### src/rtl/vend_sequencer_if.sv
// Signal bundle between the vend sequencer and the coin validator / dispense / hopper mechanisms.
// The master modport is the sequencer side; the slave modport is the mechanism side.
interface vend_sequencer_if #(
    parameter int CREDIT_W = 5,
    parameter int INV_W    = 6
);
    logic                B1;
    logic                B5;
    logic                B10;
    logic                cancel;
    logic                refill;
    logic                sticla_ack;
    logic                coin_ack;
    logic                STICLA;
    logic                R1;
    logic                R5;
    logic                coin_reject;
    logic [CREDIT_W-1:0] credit;
    logic                short_change;
    logic [CREDIT_W-1:0] owed;
    logic [INV_W-1:0]    inv1_cnt;
    logic [INV_W-1:0]    inv5_cnt;

    modport master (
        input  B1, B5, B10, cancel, refill, sticla_ack, coin_ack,
        output STICLA, R1, R5, coin_reject, credit, short_change, owed, inv1_cnt, inv5_cnt
    );

    modport slave (
        output B1, B5, B10, cancel, refill, sticla_ack, coin_ack,
        input  STICLA, R1, R5, coin_reject, credit, short_change, owed, inv1_cnt, inv5_cnt
    );
endinterface

### src/rtl/vend_sequencer.sv
// Vending transaction controller: credits coins, requests a bottle at PRICE, then pays change
// from the 5-leu and 1-leu hoppers one coin per req/ack handshake, tracking hopper inventory.
module vend_sequencer #(
    parameter int PRICE     = 3,
    parameter int CREDIT_W  = 5,
    parameter int INV_W     = 6,
    parameter int INV1_INIT = 20,
    parameter int INV5_INIT = 4
) (
    input  logic             clk,
    input  logic             reset,
    vend_sequencer_if.master bus
);
    localparam logic [2:0] ST_IDLE   = 3'd0;
    localparam logic [2:0] ST_VEND   = 3'd1;
    localparam logic [2:0] ST_CHANGE = 3'd2;
    localparam logic [2:0] ST_PAY5   = 3'd3;
    localparam logic [2:0] ST_PAY1   = 3'd4;

    localparam logic [CREDIT_W-1:0] ZERO_C  = {CREDIT_W{1'b0}};
    localparam logic [CREDIT_W-1:0] ONE_C   = CREDIT_W'(32'd1);
    localparam logic [CREDIT_W-1:0] FIVE_C  = CREDIT_W'(32'd5);
    localparam logic [CREDIT_W-1:0] TEN_C   = CREDIT_W'(32'd10);
    localparam logic [CREDIT_W-1:0] PRICE_C = CREDIT_W'(PRICE);
    localparam logic [INV_W-1:0]    INV_ZERO_C = {INV_W{1'b0}};
    localparam logic [INV_W-1:0]    INV_ONE_C  = INV_W'(32'd1);
    localparam logic [INV_W-1:0]    INV1_C     = INV_W'(INV1_INIT);
    localparam logic [INV_W-1:0]    INV5_C     = INV_W'(INV5_INIT);

    function automatic logic [INV_W-1:0] sat_inc(input logic [INV_W-1:0] v);
        if (v == {INV_W{1'b1}}) begin
            sat_inc = v;
        end else begin
            sat_inc = v + INV_ONE_C;
        end
    endfunction

    logic [2:0]          state_r, state_s;
    logic [CREDIT_W-1:0] credit_r, credit_s, owed_r, owed_s, add_s, sum_s;
    logic [INV_W-1:0]    inv1_r, inv1_s, inv5_r, inv5_s;
    logic                short_r, short_s, sticla_r, sticla_s, r1_r, r1_s, r5_r, r5_s;
    logic                reject_r, reject_s, any_coin_s;

    // Next-state and next-output computation for the whole transaction.
    always_comb begin
        state_s    = state_r;
        credit_s   = credit_r;
        owed_s     = owed_r;
        short_s    = short_r;
        inv1_s     = inv1_r;
        inv5_s     = inv5_r;
        sticla_s   = sticla_r;
        r1_s       = r1_r;
        r5_s       = r5_r;
        add_s      = ZERO_C;
        sum_s      = credit_r;
        any_coin_s = bus.B1 | bus.B5 | bus.B10;
        reject_s   = any_coin_s;
        case (state_r)
            ST_IDLE: begin
                if (bus.cancel && (credit_r != ZERO_C)) begin
                    state_s = ST_CHANGE;
                end else if (any_coin_s) begin
                    if (bus.B10) begin
                        add_s    = TEN_C;
                        reject_s = bus.B5 | bus.B1;
                    end else if (bus.B5) begin
                        add_s    = FIVE_C;
                        reject_s = bus.B1;
                        inv5_s   = sat_inc(inv5_r);
                    end else begin
                        add_s    = ONE_C;
                        reject_s = 1'b0;
                        inv1_s   = sat_inc(inv1_r);
                    end
                    sum_s = credit_r + add_s;
                    if (sum_s >= PRICE_C) begin
                        credit_s = sum_s - PRICE_C;
                        state_s  = ST_VEND;
                        sticla_s = 1'b1;
                    end else begin
                        credit_s = sum_s;
                    end
                end else begin
                    reject_s = 1'b0;
                end
                // A refill reload overrides any same-cycle inventory increment.
                if (bus.refill) begin
                    inv1_s  = INV1_C;
                    inv5_s  = INV5_C;
                    short_s = 1'b0;
                    owed_s  = ZERO_C;
                end else begin
                    short_s = short_r;
                end
            end
            ST_VEND: begin
                if (bus.sticla_ack) begin
                    sticla_s = 1'b0;
                    state_s  = ST_CHANGE;
                end else begin
                    sticla_s = 1'b1;
                end
            end
            ST_CHANGE: begin
                if ((credit_r >= FIVE_C) && (inv5_r != INV_ZERO_C)) begin
                    state_s = ST_PAY5;
                    r5_s    = 1'b1;
                end else if ((credit_r != ZERO_C) && (inv1_r != INV_ZERO_C)) begin
                    state_s = ST_PAY1;
                    r1_s    = 1'b1;
                end else if (credit_r == ZERO_C) begin
                    state_s = ST_IDLE;
                end else begin
                    short_s  = 1'b1;
                    owed_s   = credit_r;
                    credit_s = ZERO_C;
                    state_s  = ST_IDLE;
                end
            end
            ST_PAY5: begin
                if (bus.coin_ack) begin
                    r5_s     = 1'b0;
                    credit_s = credit_r - FIVE_C;
                    inv5_s   = inv5_r - INV_ONE_C;
                    state_s  = ST_CHANGE;
                end else begin
                    r5_s = 1'b1;
                end
            end
            ST_PAY1: begin
                if (bus.coin_ack) begin
                    r1_s     = 1'b0;
                    credit_s = credit_r - ONE_C;
                    inv1_s   = inv1_r - INV_ONE_C;
                    state_s  = ST_CHANGE;
                end else begin
                    r1_s = 1'b1;
                end
            end
            default: begin
                state_s  = ST_IDLE;
                sticla_s = 1'b0;
                r1_s     = 1'b0;
                r5_s     = 1'b0;
            end
        endcase
    end

    // State and output registers; reset drops every request without waiting for a clock.
    always_ff @(posedge clk or negedge reset) begin
        if (!reset) begin
            state_r  <= ST_IDLE;
            credit_r <= ZERO_C;
            owed_r   <= ZERO_C;
            short_r  <= 1'b0;
            inv1_r   <= INV1_C;
            inv5_r   <= INV5_C;
            sticla_r <= 1'b0;
            r1_r     <= 1'b0;
            r5_r     <= 1'b0;
            reject_r <= 1'b0;
        end else begin
            state_r  <= state_s;
            credit_r <= credit_s;
            owed_r   <= owed_s;
            short_r  <= short_s;
            inv1_r   <= inv1_s;
            inv5_r   <= inv5_s;
            sticla_r <= sticla_s;
            r1_r     <= r1_s;
            r5_r     <= r5_s;
            reject_r <= reject_s;
        end
    end

    assign bus.STICLA       = sticla_r;
    assign bus.R1           = r1_r;
    assign bus.R5           = r5_r;
    assign bus.coin_reject  = reject_r;
    assign bus.credit       = credit_r;
    assign bus.short_change = short_r;
    assign bus.owed         = owed_r;
    assign bus.inv1_cnt     = inv1_r;
    assign bus.inv5_cnt     = inv5_r;
endmodule
### src/flat_wrapper.sv
// flat-port wrapper written by rule: the top's interface ports become plain ports
module vend_sequencer_flat 
#(
    parameter int PRICE     = 3,
    parameter int CREDIT_W  = 5,
    parameter int INV_W     = 6,
    parameter int INV1_INIT = 20,
    parameter int INV5_INIT = 4
)
  (clk, reset, bus_B1, bus_B5, bus_B10, bus_cancel, bus_refill, bus_sticla_ack, bus_coin_ack, bus_STICLA, bus_R1, bus_R5, bus_coin_reject, bus_credit, bus_short_change, bus_owed, bus_inv1_cnt, bus_inv5_cnt);
  vend_sequencer_if #(.CREDIT_W(CREDIT_W), .INV_W(INV_W)) bus_i ();
  input  logic clk;
  input  logic reset;
  input wire logic [$bits(bus_i.B1)-1:0] bus_B1;
  input wire logic [$bits(bus_i.B5)-1:0] bus_B5;
  input wire logic [$bits(bus_i.B10)-1:0] bus_B10;
  input wire logic [$bits(bus_i.cancel)-1:0] bus_cancel;
  input wire logic [$bits(bus_i.refill)-1:0] bus_refill;
  input wire logic [$bits(bus_i.sticla_ack)-1:0] bus_sticla_ack;
  input wire logic [$bits(bus_i.coin_ack)-1:0] bus_coin_ack;
  output wire logic [$bits(bus_i.STICLA)-1:0] bus_STICLA;
  output wire logic [$bits(bus_i.R1)-1:0] bus_R1;
  output wire logic [$bits(bus_i.R5)-1:0] bus_R5;
  output wire logic [$bits(bus_i.coin_reject)-1:0] bus_coin_reject;
  output wire logic [$bits(bus_i.credit)-1:0] bus_credit;
  output wire logic [$bits(bus_i.short_change)-1:0] bus_short_change;
  output wire logic [$bits(bus_i.owed)-1:0] bus_owed;
  output wire logic [$bits(bus_i.inv1_cnt)-1:0] bus_inv1_cnt;
  output wire logic [$bits(bus_i.inv5_cnt)-1:0] bus_inv5_cnt;
  assign bus_i.B1 = bus_B1;
  assign bus_i.B5 = bus_B5;
  assign bus_i.B10 = bus_B10;
  assign bus_i.cancel = bus_cancel;
  assign bus_i.refill = bus_refill;
  assign bus_i.sticla_ack = bus_sticla_ack;
  assign bus_i.coin_ack = bus_coin_ack;
  assign bus_STICLA = bus_i.STICLA;
  assign bus_R1 = bus_i.R1;
  assign bus_R5 = bus_i.R5;
  assign bus_coin_reject = bus_i.coin_reject;
  assign bus_credit = bus_i.credit;
  assign bus_short_change = bus_i.short_change;
  assign bus_owed = bus_i.owed;
  assign bus_inv1_cnt = bus_i.inv1_cnt;
  assign bus_inv5_cnt = bus_i.inv5_cnt;
  vend_sequencer #(.PRICE(PRICE), .CREDIT_W(CREDIT_W), .INV_W(INV_W), .INV1_INIT(INV1_INIT), .INV5_INIT(INV5_INIT)) u_core (.clk(clk), .reset(reset), .bus(bus_i));
endmodule
### config.mk
export PLATFORM = sky130hd
export DESIGN_NAME = vend_sequencer_flat
export DESIGN_NICKNAME = d
export VERILOG_FILES = /design/src/rtl/vend_sequencer_if.sv /design/src/rtl/vend_sequencer.sv /design/src/flat_wrapper.sv
export SDC_FILE = /design/constraint.sdc
export NUM_CORES = 1
export LEC_CHECK = 0
export ABC_AREA = 1
export BUFFER_PORTS_ARGS = -buffer_cell sky130_fd_sc_hd__clkbuf_2
export CORE_MARGIN = 5
export CORE_UTILIZATION = 25
export CTS_CLUSTER_DIAMETER = 150
export DETAILED_ROUTE_END_ITERATION = 12
export PLACE_DENSITY = 0.44
export SLEW_MARGIN = 20
export SYNTH_ARGS = -nofsm -noshare
export SYNTH_HDL_FRONTEND = slang
export SYNTH_SLANG_ARGS = --single-unit
### constraint.sdc
create_clock -name clk -period 3 [get_ports clk]
set_clock_uncertainty 0.1 [all_clocks]
set_input_delay 0.15 -clock clk [delete_from_list [all_inputs] [get_ports clk]]
set_output_delay 0.15 -clock clk [all_outputs]
set_load 0.01 [all_outputs]
Word level (Yosys, flattened, before mapping)
Cells that the tools add are included.

word-level totals
  register bits = 30
  latch bits = 0
  memory bits (writable) = 0
  memory bits (read-only) = 0
  input port bits = 9
  output and inout port bits = 27
  word-level logic and storage cells = 141
  memories = 0

cells by class
  $add $sub $neg = 8
  multiply operators = 0
  div/mod/pow operators = 0
  order comparisons = 2
  equal/unequal tests = 28
  shift operators = 0
  multiplexer cells = 64
  bitwise logic cells = 5
  reduce and logical (&&, ||, !) cells = 24

operator list
  cell                   number
  $mux W6                14
  $mux W5                16
  $mux W3                8
  $pmux W6 S2            2
  $pmux W5 S4            1
  $ne A3 B3 Y1 const B   6
  $mux W1                17
  $ne A2 B2 Y1 const B   8
  $reduce_and A7 Y1      2
  $add A6 B1 Y6 const B  2
  $eq A6 B6 Y1 const B   2
  $pmux W3 S4            1
  $reduce_bool A6 Y1     2
  $sub A6 B1 Y6 const B  2
  $ne A2 B1 Y1 const B   5
  $pmux W5 S2            1
  $pmux W1 S3            3
  $reduce_or A3 Y1       3
  $reduce_and A4 Y1      2
  $reduce_and A8 Y1      1
  $eq A3 B2 Y1 const B   2
  $ne A3 B1 Y1 const B   2
  $reduce_bool A2 Y1     3
  $add A5 B5 Y5          1
  other kinds (20)       25

Longest topological paths before layout
  word-level depth = 11
  gate-level depth with buffers = 16
  depth with buffers taken out = 16

Worst setup path before layout
OpenSTA, ideal clock, no wires.

  kind = reg-to-reg
  start = register u_core.credit_r[0] (netlist: u_core.bus.credit[0])
  end = register u_core.state_r[0]
  setup time = 0.117 ns
  data arrival time = 1.932 ns
  required time = 2.783 ns
  slack = 0.851 ns
  stages on the path, launching flop included = 13
  path buffers = 0
  clock period less this slack = 2.149 ns
  path through = dfrtp_1 > ha_1 > inv_1 > fa_1 > nor2_1 > nor2_2 > nand3_1 > nor2_4 > nand2_2 > nand2_1 > nand2_1 > nand3_1 > nand2_1

between the ends
  cells in the longest elaborated chain, start to end = 4
  elaborated cells between the ends (all ways) = 12
  classes of those cells = add/sub (1); order compare (2); eq/ne (2); mux (3); reduce/logical (4)

ends and longest elaborated chain
  element                                                            line                   source
  start: declaration                                                 vend_sequencer.sv:39   logic [CREDIT_W-1:0] credit_r, credit_s, owed_r, owed_s, add_s, sum_s;
  start signal: assignment                                           vend_sequencer.sv:165  credit_r <= credit_s;
  $add A5 B5 Y5 (tied with other cells)                              vend_sequencer.sv:76   sum_s = credit_r + add_s;
  $ge A5 B2 Y1 (tied with other cells)                               vend_sequencer.sv:77   if (sum_s >= PRICE_C) begin
  $ne A3 B1 Y1 (no source line) (tied with other cells)              -
  $reduce_and A4 Y1 (no source line) or $pmux W3 S4 (tied branches)  -
  end signal: assignment                                             vend_sequencer.sv:164  state_r <= state_s;
  end: declaration                                                   vend_sequencer.sv:38   logic [2:0] state_r, state_s;

Parallel ways exist; a longest one is shown, timed or not.
A chain may end at the register's enable or synchronous reset.

Final worst setup path
  start = register u_core.credit_r[0] (netlist: u_core.bus.credit[0])
  end = register u_core.sticla_r (netlist: u_core.bus.STICLA)

between the ends
  cells in the longest elaborated chain, start to end = 4
  elaborated cells between the ends (all ways) = 7
  classes of those cells = add/sub (1); order compare (1); eq/ne (2); reduce/logical (3)

ends and longest elaborated chain
  element                                                        line                                        source
  $add A5 B5 Y5 or $reduce_bool A5 Y1 (tied branches)            vend_sequencer.sv:76, vend_sequencer.sv:61
  $ge A5 B2 Y1 or $logic_and A1 B1 Y1 (tied branches)            vend_sequencer.sv:77, vend_sequencer.sv:61
  $ne A2 B1 Y1 (no source line) or $ne A2 B2 Y1 (tied branches)  -
  $reduce_and A4 Y1 (no source line) *                           -
  end signal: assignment                                         vend_sequencer.sv:170                       sticla_r <= sticla_s;
  end: declaration                                               vend_sequencer.sv:41                        logic short_r, short_s, sticla_r, sticla_s, r1_r, r1_s, r5_r, r5_s;

Mark *: on every way between the ends. The rest lies on a longest branch, timed or not.

==> results.toml <==
[detailed_routing]
vias = 2259
dr.pass1.iters = 4
ant_nets = 0
drc_errors = 0
viasPerCell = 4.36
wirelength_um = 6590
routedWlPerCell_um = 12.7
drt_iter0_drc = 108

[global_route]
grt_pass1_vias = 2142
grt_max_degree = 31
grt_usage_pct = 11.7
grt_overflow = 0
antenna_found_initial = 0
grt_pass1_wl_um = 11000

[run]
cap_viol_max_count = 0

[min_path]
worstHoldStart = "bus_coin_ack"
hold_class = "primary input to flop"
whs_path_depth = 4
min_to = "u_core.state_r[1]$_DFFE_PN0P_"

[layout]
instances_no_fill = 518
final_area_um2 = 2850
nNetsFinal = 408
drive_gt1_share_pct = 18.7
area_delta_synth_final_pct = 17.0
diodes = 0

[power]
p_seq_share_pct = 24.9
cellPowerDensity_nw_per_um2 = 1200
irDropWorstVdd_uv = 225
p_leak_nw = 1.45
power.internal_w = 0.00160
clkPwrFrac_pct = 9.5
p_sw_w = 0.00182
power_frac_comb_pct = 65.6
switching_share_pct = 53.3

[clock_tree]
tritoncts = "done"
cts_inserted_buffers = 5
cts-hold-fix-buffers = 1
cts-root-buf = "clkbuf_8"
post_cts_resized = 0
clkLatencyLatePin_ns = 0.29
path_clk_slew_ns = 0.07
cts_setup_buffers = 0
clockBufferDepth = 2
clkSinkCount = 30
h-tree-depth = 2

[die]
die_h_um = 109
core_um2 = 9640
io-pin-count = 36
initial_core_util_pct = 25.3
die_x_um = 109
rows = 36
die_area_um2 = 11800

[synthesis]
async_reset_ff_share_pct = 100
ys_seq_area_share_pct = 31.0
synthTopCellsByArea = "dfrtp_1 (28%), nand2_1 (11%), inv_1 (7.4%)"
yosysTopAreaCellShare_pct = 27.7
synth_cell_type_count = 35
avgSynthCellArea_um2 = 7.10
synth_nets = 367
ys_top_cells_by_count = "nand2_1 (69), inv_1 (48), o21ai_0 (34), nor2_1 (32), nand3_1 (28)"
netlist_area_um2 = 2440
synthFlopType = "dfrtp_1"
synthCells = 343
yosys.cell_count.top_type = "nand2_1"
synth_top_area_cell = "dfrtp_1"
yosys_warnings = 0
synth-seq-cells = 30
synth_edf_count = 0

[setup_path]
crit_slowest_cell = "fa_1"
cp_data_required_time_ns = 3.09
end_kind = "flop"
crit_type = "flop to flop"
cpPeakStageDelay_ns = 0.53
cp_cell_sequence = "ha_1 -> inv_1 -> fa_1 -> nor2_1 -> nor2_2 -> nand3_1 -> nor2_4 -> nand2_2 -> o21ai_1 -> nand2_1 -> o21ai_0"
worstPathMaxFanout = 6
reg2reg_to = "u_core.bus.STICLA$_DFFE_PN0P_"
r2r-start = "u_core.bus.credit[0]$_DFFE_PN0P_"
cp-start-kind = "flop"
worstRegToRegCells = 11
worstPathArrival_ns = 2.41
reg2reg_slack_ns = 0.68

[placed_design]
place_congestion = 0.821
place_area_um2 = 2760
dp_cells = 509
port-buffer-count = 35
dp_hpwl_um = 5300

[timing]
hold_violations = 0
setup_viol = 0
hold_ws_ns = 0.0882
tightest_slew_ns = 0.836
fmax_mhz = 432
rsz0062_at_grt = "no"
slew_violations = 0
min_period_ns = 2.32
slew_headroom_pct = 44.2
timing.final.crit_share_pct = 77.2
tns_ns = 0

[run_status]
outcome = "finished, final reports clean"
## metrics by stage
| stage | utilization, % | setup WS (ns) | total power, W |
|---|---|---|---|
| 2_1_floorplan | - | 0.851 | 0.00254 |
| 3_3_place_gp | 28.6 | 0.756 | 0.00313 |
| 3_5_place_dp | 28.6 | 0.719 | 0.00313 |
| 4_1_cts | 29.6 | 0.683 | 0.00348 |
| 5_1_grt | 29.6 | 0.508 | 0.00383 |
| 6_report | 29.6 | 0.683 | 0.00342 |
## how the worst max path moves through the flow
stage / endpoint / startpoint / slack (ns) / cells after the start
floorplan: u_core.state_r[0]$_DFFE_PN0P_ / u_core.bus.credit[0]$_DFFE_PN0P_ / 0.85 / 12
detailed placement: u_core.state_r[0]$_DFFE_PN0P_ / u_core.bus.credit[0]$_DFFE_PN0P_ / 0.72 / 12
global placement: u_core.state_r[0]$_DFFE_PN0P_ / u_core.bus.credit[0]$_DFFE_PN0P_ / 0.76 / 12
CTS: u_core.bus.STICLA$_DFFE_PN0P_ / u_core.bus.credit[0]$_DFFE_PN0P_ / 0.68 / 10
global route: u_core.state_r[1]$_DFFE_PN0P_ / u_core.bus.credit[0]$_DFFE_PN0P_ / 0.51 / 12
finish: u_core.bus.STICLA$_DFFE_PN0P_ / u_core.bus.credit[0]$_DFFE_PN0P_ / 0.68 / 11
## registers in the layout (all words and copies together) (netlist names)
signal,cells
u_core.bus.R1,1
u_core.bus.short_change,1
u_core.bus.STICLA,1
u_core.bus.coin_reject,1
u_core.bus.inv1_cnt,6
u_core.state_r,3
u_core.bus.R5,1
u_core.bus.credit,5
u_core.bus.owed,5
u_core.bus.inv5_cnt,6
## routing by layer
layer | global-route usage [%] | routed length, um | vias up
met5 | 0 | 0 | -
met4 | 3.25 | 84 | 0
met3 | 2.43 | 259 | 7
met2 | 18.4 | 2920 | 34
met1 | 16.3 | 3320 | 1018
li1 | - | - | 1200
## final cells by class
| type | instances | area [um2] |
|---|---|---|
| Clock buffer | 6 | 72.6 |
| Clock inverter | 2 | 10.0 |
| Fill cell | 1090 | 6790 |
| Inverter | 52 | 195 |
| Multi-Input combinational cell | 258 | 1460 |
| Sequential cell | 30 | 754 |
| Tap cell | 133 | 166 |
| Timing Repair Buffer | 37 | 193 |
## power by group through the flow
stage	Clock [W]	Sequential, W	Combinational [W]
6_report	0.000324	0.000852	0.00224
3_5_place_dp	0	0.000864	0.00226
4_1_cts	0.000348	0.000855	0.00228
5_1_grt	0.000364	0.000891	0.00257
2_1_floorplan	0	0.000876	0.00166
3_3_place_gp	0	0.000858	0.00227
## cells by family after synthesis
kind of cell | share of synthesized area, %
adder cells (fa/ha/maj) | 8.01
XOR/XNOR | 3.96
flip-flops | 31.0
AND/OR/NAND/NOR | 33.0
buffers and inverters | 9.14
AO/OA/AOI/OAI | 14.9
## worst max-delay path: cells and delay by family (launching register included)
family                   cells  cell delay [ns]
buffers and inverters        1             0.05
AO/OA/AOI/OAI                2             0.24
flip-flops                   1             0.45
AND/OR/NAND/NOR              6             0.64
adder cells (fa/ha/maj)      2             0.73
## placed cells by master, fill, tap and decap left out, types with 2 or more instances in the layout
| cell | Yosys | final |
|---|---|---|
| o22ai_1 | 3 | 3 |
| o21ai_0 | 34 | 34 |
| nor2_1 | 32 | 32 |
| clkbuf_2 | 0 | 35 |
| or2_1 | 2 | 2 |
| nand2_4 | 3 | 3 |
| nand3_2 | 3 | 3 |
| ha_1 | 14 | 14 |
| a21oi_1 | 21 | 21 |
| nor2_2 | 2 | 2 |
| nand2_1 | 69 | 69 |
| dfstp_2 | 3 | 3 |
| or2_2 | 2 | 2 |
| nor2_4 | 3 | 3 |
| nand2_2 | 6 | 6 |
| inv_1 | 48 | 48 |
| nand3_1 | 28 | 28 |
| o21ai_1 | 3 | 3 |
| xor2_1 | 9 | 9 |
| xnor2_1 | 2 | 2 |
| clkinv_2 | 0 | 2 |
| dfrtp_1 | 27 | 27 |
| nor3_1 | 7 | 7 |
| clkbuf_8 | 0 | 5 |
| nand4_1 | 5 | 5 |
| inv_2 | 4 | 4 |
No activity file was read; power rests on OpenSTA's default activity.
